File: src/rtl/gemm_isa_pkg.sv
// Shared GEMM ISA definitions: field widths, bit positions, opcodes, fetch-state enum.
// Latency: n/a (constants, types and a pure decode helper only).
// Backpressure: n/a.
//
// Used by inst_fetch_unit and inst_reader so both sides agree on the encoding.
// Word layout (INST_WIDTH = 32): [31:28] opcode | [27:26] buf_id | [25:0] mem_loc.
package gemm_isa_pkg;

    localparam int INST_WIDTH            = 32;
    localparam int INST_MEMORY_SIZE      = 16;
    localparam int LOG2_INST_MEMORY_SIZE = 4;

    localparam int OPCODE_WIDTH  = 4;
    localparam int BUF_ID_WIDTH  = 2;
    localparam int MEM_LOC_WIDTH = 26;

    // Low bit position of each field inside an instruction word.
    localparam int OPCODE_ARRAY_INDEX  = MEM_LOC_WIDTH + BUF_ID_WIDTH;
    localparam int BUF_ID_ARRAY_INDEX  = MEM_LOC_WIDTH;
    localparam int MEM_LOC_ARRAY_INDEX = 0;

    localparam logic [OPCODE_WIDTH-1:0] opcode_NOP      = 4'b0000;
    localparam logic [OPCODE_WIDTH-1:0] opcode_LD       = 4'b0010;
    localparam logic [OPCODE_WIDTH-1:0] opcode_ST       = 4'b0011;
    localparam logic [OPCODE_WIDTH-1:0] opcode_GEMM     = 4'b0100;
    localparam logic [OPCODE_WIDTH-1:0] opcode_DRAINSYS = 4'b0101;
    localparam logic [OPCODE_WIDTH-1:0] opcode_HALT     = 4'b1111;

    // Decoded instruction fields, in word order.
    typedef struct packed {
        logic [OPCODE_WIDTH-1:0]  opcode;
        logic [BUF_ID_WIDTH-1:0]  buf_id;
        logic [MEM_LOC_WIDTH-1:0] mem_loc;
    } inst_t;

    typedef enum logic [2:0] {
        FETCH_IDLE   = 3'd0,
        FETCH_FETCH  = 3'd1,
        FETCH_DECODE = 3'd2,
        FETCH_ISSUE  = 3'd3,
        FETCH_DONE   = 3'd4
    } fetch_state_t;

    // Split a raw instruction word into its fields using the shared bit positions.
    function automatic inst_t unpack_inst(input logic [INST_WIDTH-1:0] word);
        inst_t inst;
        inst.opcode  = word[OPCODE_ARRAY_INDEX  +: OPCODE_WIDTH];
        inst.buf_id  = word[BUF_ID_ARRAY_INDEX  +: BUF_ID_WIDTH];
        inst.mem_loc = word[MEM_LOC_ARRAY_INDEX +: MEM_LOC_WIDTH];
        return inst;
    endfunction

endpackage

File: src/rtl/inst_mem_1r1w.sv
// Instruction memory, DEPTH x WIDTH, one synchronous write port and one synchronous read port.
// Latency: read data valid the cycle after rd_en; write visible to reads issued after the write edge.
// Backpressure: none; every enabled access completes. No read-during-write forwarding.
//
// Ports:
//   clk                         clock
//   wr_en / wr_addr / wr_data   write port (one word per cycle)
//   rd_en / rd_addr             read request
//   rd_data                     registered read word, held while rd_en is low
// Contents and read register are deliberately not reset so a program survives rst_n.
module inst_mem_1r1w #(
    parameter int DEPTH = 16,
    parameter int WIDTH = 32,
    parameter int AW    = 4
) (
    input  logic             clk,
    input  logic             wr_en,
    input  logic [AW-1:0]    wr_addr,
    input  logic [WIDTH-1:0] wr_data,
    input  logic             rd_en,
    input  logic [AW-1:0]    rd_addr,
    output logic [WIDTH-1:0] rd_data
);

    logic [WIDTH-1:0] mem [DEPTH];

    always_ff @(posedge clk) begin
        if (wr_en) begin
            mem[wr_addr] <= wr_data;
        end
        // Same-address read and write in one cycle returns the old word.
        if (rd_en) begin
            rd_data <= mem[rd_addr];
        end
    end

endmodule

File: src/rtl/inst_fetch_unit.sv
// Instruction fetch: sequences the local program memory and presents one decoded instruction at a time.
// Latency: i_start at edge N -> o_inst_valid from N+3; one issue per 3 cycles with ready held, +2 per NOP.
// Backpressure: o_inst_valid/fields held stable in ISSUE until i_inst_ready; no fetch ahead while stalled.
//
// Ports:
//   clk, rst_n                       clock, asynchronous active-low reset
//   i_prog_wr_en/_addr/_data         program load port, honoured only in IDLE/DONE
//   i_start                          start pulse, honoured only in IDLE/DONE (PC := 0)
//   i_inst_ready                     consumer accepts the presented instruction
//   o_inst_valid, o_opcode,
//   o_buf_id, o_mem_loc              presented instruction (registered)
//   o_pc                             address of the current or next instruction
//   o_busy                           high in FETCH/DECODE/ISSUE
//   o_done, o_illegal                sticky end-of-program flags, cleared by i_start
module inst_fetch_unit
    import gemm_isa_pkg::*;
(
    input  logic                             clk,
    input  logic                             rst_n,
    input  logic                             i_prog_wr_en,
    input  logic [LOG2_INST_MEMORY_SIZE-1:0] i_prog_wr_addr,
    input  logic [INST_WIDTH-1:0]            i_prog_wr_data,
    input  logic                             i_start,
    input  logic                             i_inst_ready,
    output logic                             o_inst_valid,
    output logic [OPCODE_WIDTH-1:0]          o_opcode,
    output logic [BUF_ID_WIDTH-1:0]          o_buf_id,
    output logic [MEM_LOC_WIDTH-1:0]         o_mem_loc,
    output logic [LOG2_INST_MEMORY_SIZE-1:0] o_pc,
    output logic                             o_busy,
    output logic                             o_done,
    output logic                             o_illegal
);

    localparam logic [LOG2_INST_MEMORY_SIZE-1:0] PC_LAST =
        LOG2_INST_MEMORY_SIZE'(INST_MEMORY_SIZE - 1);
    localparam logic [LOG2_INST_MEMORY_SIZE-1:0] PC_ONE =
        LOG2_INST_MEMORY_SIZE'(1);

    fetch_state_t          state;
    logic                  prog_wr_ok;
    logic                  mem_rd_en;
    logic [INST_WIDTH-1:0] mem_rd_data;
    inst_t                 dec;
    logic                  state_idle_or_done;

    assign state_idle_or_done = (state == FETCH_IDLE) || (state == FETCH_DONE);

    // Loading a program while it runs would make the fetched sequence ill-defined, so such writes are dropped.
    assign prog_wr_ok = i_prog_wr_en && state_idle_or_done;

    // o_pc is the PC register itself, so the read address is always the PC.
    assign mem_rd_en  = (state == FETCH_FETCH);

    assign dec = unpack_inst(mem_rd_data);

    inst_mem_1r1w #(
        .DEPTH (INST_MEMORY_SIZE),
        .WIDTH (INST_WIDTH),
        .AW    (LOG2_INST_MEMORY_SIZE)
    ) u_inst_mem (
        .clk     (clk),
        .wr_en   (prog_wr_ok),
        .wr_addr (i_prog_wr_addr),
        .wr_data (i_prog_wr_data),
        .rd_en   (mem_rd_en),
        .rd_addr (o_pc),
        .rd_data (mem_rd_data)
    );

    always_ff @(posedge clk or negedge rst_n) begin
        if (!rst_n) begin
            state        <= FETCH_IDLE;
            o_inst_valid <= 1'b0;
            o_opcode     <= '0;
            o_buf_id     <= '0;
            o_mem_loc    <= '0;
            o_pc         <= '0;
            o_busy       <= 1'b0;
            o_done       <= 1'b0;
            o_illegal    <= 1'b0;
        end else begin
            case (state)
                FETCH_IDLE, FETCH_DONE: begin
                    if (i_start) begin
                        o_pc      <= '0;
                        o_done    <= 1'b0;
                        o_illegal <= 1'b0;
                        o_busy    <= 1'b1;
                        state     <= FETCH_FETCH;
                    end
                end

                // Read of mem[o_pc] is launched this cycle; word lands in mem_rd_data for DECODE.
                FETCH_FETCH: begin
                    state <= FETCH_DECODE;
                end

                FETCH_DECODE: begin
                    case (dec.opcode)
                        opcode_LD, opcode_ST, opcode_GEMM, opcode_DRAINSYS: begin
                            o_opcode     <= dec.opcode;
                            o_buf_id     <= dec.buf_id;
                            o_mem_loc    <= dec.mem_loc;
                            o_inst_valid <= 1'b1;
                            state        <= FETCH_ISSUE;
                        end
                        // NOPs are consumed here and never reach the consumer.
                        opcode_NOP: begin
                            if (o_pc == PC_LAST) begin
                                o_busy <= 1'b0;
                                o_done <= 1'b1;
                                state  <= FETCH_DONE;
                            end else begin
                                o_pc  <= o_pc + PC_ONE;
                                state <= FETCH_FETCH;
                            end
                        end
                        // PC is left pointing at the HALT word.
                        opcode_HALT: begin
                            o_busy <= 1'b0;
                            o_done <= 1'b1;
                            state  <= FETCH_DONE;
                        end
                        default: begin
                            o_busy    <= 1'b0;
                            o_done    <= 1'b1;
                            o_illegal <= 1'b1;
                            state     <= FETCH_DONE;
                        end
                    endcase
                end

                // Fields are only reloaded in DECODE, so they hold until the handshake.
                FETCH_ISSUE: begin
                    if (i_inst_ready) begin
                        o_inst_valid <= 1'b0;
                        // The last word ends the program; the PC does not wrap.
                        if (o_pc == PC_LAST) begin
                            o_busy <= 1'b0;
                            o_done <= 1'b1;
                            state  <= FETCH_DONE;
                        end else begin
                            o_pc  <= o_pc + PC_ONE;
                            state <= FETCH_FETCH;
                        end
                    end
                end

                default: begin
                    o_inst_valid <= 1'b0;
                    o_busy       <= 1'b0;
                    state        <= FETCH_IDLE;
                end
            endcase
        end
    end

endmodule
File: config.mk
export PLATFORM = sky130hd
export DESIGN_NAME = inst_fetch_unit
export DESIGN_NICKNAME = d
export VERILOG_FILES = /design/src/rtl/gemm_isa_pkg.sv /design/src/rtl/inst_mem_1r1w.sv /design/src/rtl/inst_fetch_unit.sv
export SDC_FILE = /design/constraint.sdc
export NUM_CORES = 1
export LEC_CHECK = 0
export BUFFER_PORTS_ARGS = -buffer_cell sky130_fd_sc_hd__buf_2
export CORE_MARGIN = 2
export CORE_UTILIZATION = 58
export CTS_BUF_LIST = sky130_fd_sc_hd__clkbuf_4 sky130_fd_sc_hd__clkbuf_8 sky130_fd_sc_hd__clkbuf_16
export DETAILED_ROUTE_END_ITERATION = 8
export GPL_TIMING_DRIVEN = 1
export PLACE_DENSITY = 0.75
export SYNTH_ARGS = -nofsm -noshare
export SYNTH_HDL_FRONTEND = slang
export SYNTH_SLANG_ARGS = --single-unit
File: constraint.sdc
create_clock -name clk -period 4.3 [get_ports clk]
set_input_delay 0.215 -clock clk [delete_from_list [all_inputs] [get_ports clk]]
set_output_delay 0.215 -clock clk [all_outputs]
set_load 0.02 [all_outputs]
* Word level (Yosys, flattened, before mapping) *
Memories as Yosys holds them, arrays and structs flattened. A register that Yosys moved wholly into a read port is not among the register bits.
Cells that the tools add are included.

word-level totals
  register bits after elaboration = 43
  memory bits (writable) = 512
  input port bits = 41
  output and inout port bits = 40
  logic and storage cells = 73
  memories = 1

memories
  name            depth  width  rd ports  clocked after memory_dff  wr ports  line                 RTL
  u_inst_mem.mem  16     32     1         1                         1         inst_mem_1r1w.sv:25  logic [WIDTH-1:0] mem [DEPTH];

operators by class
  add/subtract/negate cells = 1
  eq/ne operators = 16
  muxes and demuxes = 27
  bitwise gates (word level) = 2
  reductions and logical operators = 17

operators by type and width
  cell                                                             number
  4-bit 2-to-1 mux                                                 4
  3-bit case mux with 4 select lines                               1
  4-bit case mux with 3 select lines                               1
  4-bit AND reduction                                              3
  1-bit 2-to-1 mux                                                 11
  2-bit != test, second input constant                             5
  3-bit 2-to-1 mux                                                 3
  4-bit by 2-bit == test with 1-bit output, second input constant  2
  4-bit by 3-bit == test with 1-bit output, second input constant  2
  4-bit == test, second input constant                             2
  3-bit by 2-bit == test with 1-bit output, second input constant  2
  1-bit case mux with 2 select lines                               3
  1-bit case mux with 3 select lines                               2
  3-bit case mux with 2 select lines                               1
  3-bit AND reduction                                              2
  6-bit OR reduction                                               1
  4-bit by 1-bit adder with 4-bit output, second input constant    1
  4-bit zero test                                                  1
  1-bit case mux with 4 select lines                               1
  2-bit AND reduction                                              2
  4-bit OR reduction                                               1
  3-bit by 1-bit == test with 1-bit output, second input constant  1
  3-bit == test, second input constant                             1
  3-bit zero test                                                  1
  8 further kinds                                                  9

* Depth between registers and ports, before layout *
  word-level depth = 5
  gate-level depth with buffers = 6
  depth with buffers taken out = 5

* Cells and area by module *
A second synthesis with hierarchy kept.

second synthesis, totals
  cell total of the unflattened synthesis = 991
  area total of the unflattened synthesis = 22053.7 µm²

by module, submodules not included
  module           instances  cells each  area each (µm²)  sequential area each (µm²)
  inst_mem_1r1w    1          838         20155.6          16335.7
  inst_fetch_unit  1          153         1898.1           1076.0

* Worst setup path after synthesis *
OpenSTA, ideal clock, no wires.

  path kind = register to register
  from = reg state[0]
  to = mem u_inst_mem.mem[0][0] (enable)
  library setup time = 0.461 ns
  data arrival time = 3.365 ns
  required time = 3.839 ns
  path slack = 0.473 ns
  cell stages (with the launch flop) = 6
  path buffers = 1
  period minus slack after synthesis = 3.827 ns
  path through = dfrtp_1 > buf_2 > nor2_2 > nand2_1 > or3_1 > nor3_1

between the ends
  longest elaborated chain between the ends = 5
  elaborated cells on any way between the ends = 6
  those cells by class = eq/ne (1); mux (2); reduce/logical (3)

ends and longest elaborated chain
  item                                                     line                   RTL
  start, declared                                          inst_fetch_unit.sv:40  fetch_state_t state;
  start signal, assigned                                   inst_fetch_unit.sv:73  state <= FETCH_IDLE;
  start signal, assigned                                   inst_fetch_unit.sv:90  state <= FETCH_FETCH;
  start signal, assigned                                   inst_fetch_unit.sv:96  state <= FETCH_DECODE;
  3-bit == test / 3-bit zero test (equally long branches)  inst_fetch_unit.sv:47  assign state_idle_or_done = (state == FETCH_IDLE) || (state == FETCH_DONE);
  1-bit logical OR *                                       inst_fetch_unit.sv:47
  1-bit logical AND *                                      inst_fetch_unit.sv:50  assign prog_wr_ok = i_prog_wr_en && state_idle_or_done;
  1-bit 2-to-1 mux *                                       inst_mem_1r1w.sv:28    if (wr_en) begin
  1-bit 2-to-1 mux (implied by the code) *                 inst_mem_1r1w.sv:29    mem[wr_addr] <= wr_data;
  end, declared                                            inst_mem_1r1w.sv:25

Every way passes the cells marked *; elsewhere a longest branch is shown, timed or not.

* Worst setup path after layout *
  from = reg state[0]
  to = mem u_inst_mem.mem[10][14] (enable)

The elaborated chain is that of the path after synthesis.

==> out/results.ini <==
[run_status]
outcome=finished clean

[power]
p_leak_nw=8.24
power_mw=14.8
vdd_ir_drop_max_v=0.000441
powerDensity_nw_per_um2=585

[synth]
yosys.area.top_type_share_pct=73.9
dominantRegCellSynth=edfxtp_1
netlist_instances=984
ys_warn_count=0
synth_area_per_cell_sq_um=22.5
async_reset_ff_share_pct=7.33
ys_seq_area_share_pct=78.8
yosys-top-cells-count=544 x edfxtp_1, 128 x mux4_2, 64 x a22oi_1
synth_largest_area_cell=edfxtp_1
syn_area_sq_um=22100
syn_nets=1026
synth_edf_count=544
synth_area_leaders=edfxtp_1 74%, mux4_2 13%, dfrtp_1 4.9%
synth_cell_types=48
synth_seq_cells=587
synth.most_common_cell=edfxtp_1

[timing]
fin_ws_ns=1.41
finClkSkew_ns=0.0200
min_period_ns=2.89
holdWs_ns=0.0212
worst_pin_slew_ns=1.30
hold_violations=0
setup_viol=0
max_freq_ghz=0.345
slew_headroom_pct=13.3
drv_slew=0
finalSetupTns_ns=0
period_share_pct=67.3
rsz0062_at_grt=no

[clock_network]
cts.path.max_buffers=3
h-tree-depth=2
cts_made_buffers=57
clkSinkCount=587
clk_latency_ns=0.59
cts_tree=yes
clockRootBuffer=clkbuf_16
cts_resized=0
clkTransAtPathRegs_ns=0.07
ctsHoldBuffers=20
postCtsSetupBuffers=0

[die]
initial_core_util_pct=58.8
die_area_sq_um=39700
die_h_um=199
num_rows=71
ios=81
core-area_sq_um=37600
fp.dieW_um=199

[min_path]
hp-class=in2reg

[routing]
drtIter0Drc=819
wl_per_cell_um=25.6
finalWirelength_mm=42.6
avgViaCountPerCell=6.18
ant_nets=0
vias=10300
drcViolationCount=0
first_pass_iters=5

[global_route]
busiest_layer=met2
grt_use_met2_pct=37.2
antenna_found_initial=1
grt_use_total_pct=22.4
met3_usage_pct=3.53
grtUsageMet1_pct=31.3
grt_pass1_wl_mm=64.9
grt_overflow_total=0
grt_max_degree=50
grt_pass1_vias=10700

[worst_setup_path]
worstPathArrival_ns=3.08
required_ns=4.49
critPathMaxFanout=32
crit_type=reg2reg
cp-end-kind=flop
worst_setup_path_start_kind=flop

[finish]
final_util_pct=67.3
drive_gt1_share_pct=32.4
nNetsFinal=1146
syn_to_final_growth_pct=14.4

[job]
cap_violations=0

[place]
place_ws_ns=1.50
routabilityCongestion=0.771
hpwl_mm=21.7
portBuffers=80

[worst max-delay path, stage by stage (launching register included)]
cell and delay [ns]:
dfrtp_1 0.50, nor2_2 0.39, nand4b_1 0.44, nor2_4 1.13
[power breakdown]
group          total [mW]  switching [mW]  internal (mW)
Combinational        2.61            1.35           1.26
Sequential           7.06           0.345           6.72
Clock                5.11            2.01           3.10
Total                14.8            3.71           11.1
[sequential cells by signal (all words and copies together), names as in the netlist]
register,count
o_buf_id,2
u_inst_mem.rd_data,32
o_done,1
o_busy,1
o_inst_valid,1
o_opcode,4
u_inst_mem.mem,512
o_mem_loc,26
o_illegal,1
state,3
o_pc,4
[area by class of cell]
class,instances,area (sq um)
inverters,3,11.3
multi-input cells,343,4540
diodes,1,2.50
flip-flops and latches,587,17400
well taps,511,639
clock inverters,32,379
clock buffers,72,1560
repair buffers,112,728
fillers,2310,12300
[placed cells by master (no fill, tap or decap), types with 10 or more instances in the layout]
| master | n |
|---|---|
| buf_2 | 80 |
| edfxtp_1 | 544 |
| mux2_2 | 20 |
| clkinv_2 | 10 |
| clkbuf_4 | 11 |
| nor2_4 | 13 |
| clkinv_1 | 11 |
| nand2_1 | 38 |
| dfrtp_1 | 41 |
| clkbuf_16 | 57 |
| dlygate4sd3_1 | 20 |
| mux4_2 | 128 |
| a22oi_1 | 64 |
[routing by layer]
layer | up-vias | part of all wire [%]
met5 | - | 0
met4 | 0 | 2.3
met3 | 69 | 5.6
met2 | 341 | 50
met1 | 5481 | 42
li1 | 4380 | -
[cells by family (layout without fill, tap and decap cells)]
| kind of cell | count (synthesis) | count (layout) | share of synthesized area (%) |
|---|---|---|---|
| AND/OR/NAND/NOR | 91 | 91 | 2.05 |
| XOR/XNOR | 1 | 1 | 0.0396 |
| buffers and inverters | 54 | 219 | 1.31 |
| AO/OA/AOI/OAI | 91 | 91 | 2.98 |
| adder cells (fa/ha/maj) | 1 | 1 | 0.0566 |
| flip-flops | 587 | 587 | 78.8 |
| other | 0 | 1 | 0 |
| multiplexers | 159 | 159 | 14.8 |
[worst paths after layout]
check / start / slack [ns] / end / cells past startpoint
hold reg to reg: u_inst_mem.rd_data[0] / 0.48 / o_mem_loc[0] / 1
max in group asynchronous: rst_n / 3.50 / o_pc[0] / 3
min in group asynchronous: rst_n / 0.29 / state[1] / 3
setup / recovery: state[0] / 1.41 / u_inst_mem.mem[10][14] / 3
setup reg to reg: state[0] / 1.41 / u_inst_mem.mem[10][14] / 3
hold / removal: i_prog_wr_data[29] / 0.02 / u_inst_mem.mem[2][29] / 1
[metrics by stage]
step	std cells	cell area [sq um]
after global routing	1661	25300
final	1661	25300
after CTS	1660	25300
after detailed placement	1536	23100
after floorplan	984	22100
after global placement	1536	23100
No activity file was read; power rests on OpenSTA's default activity.
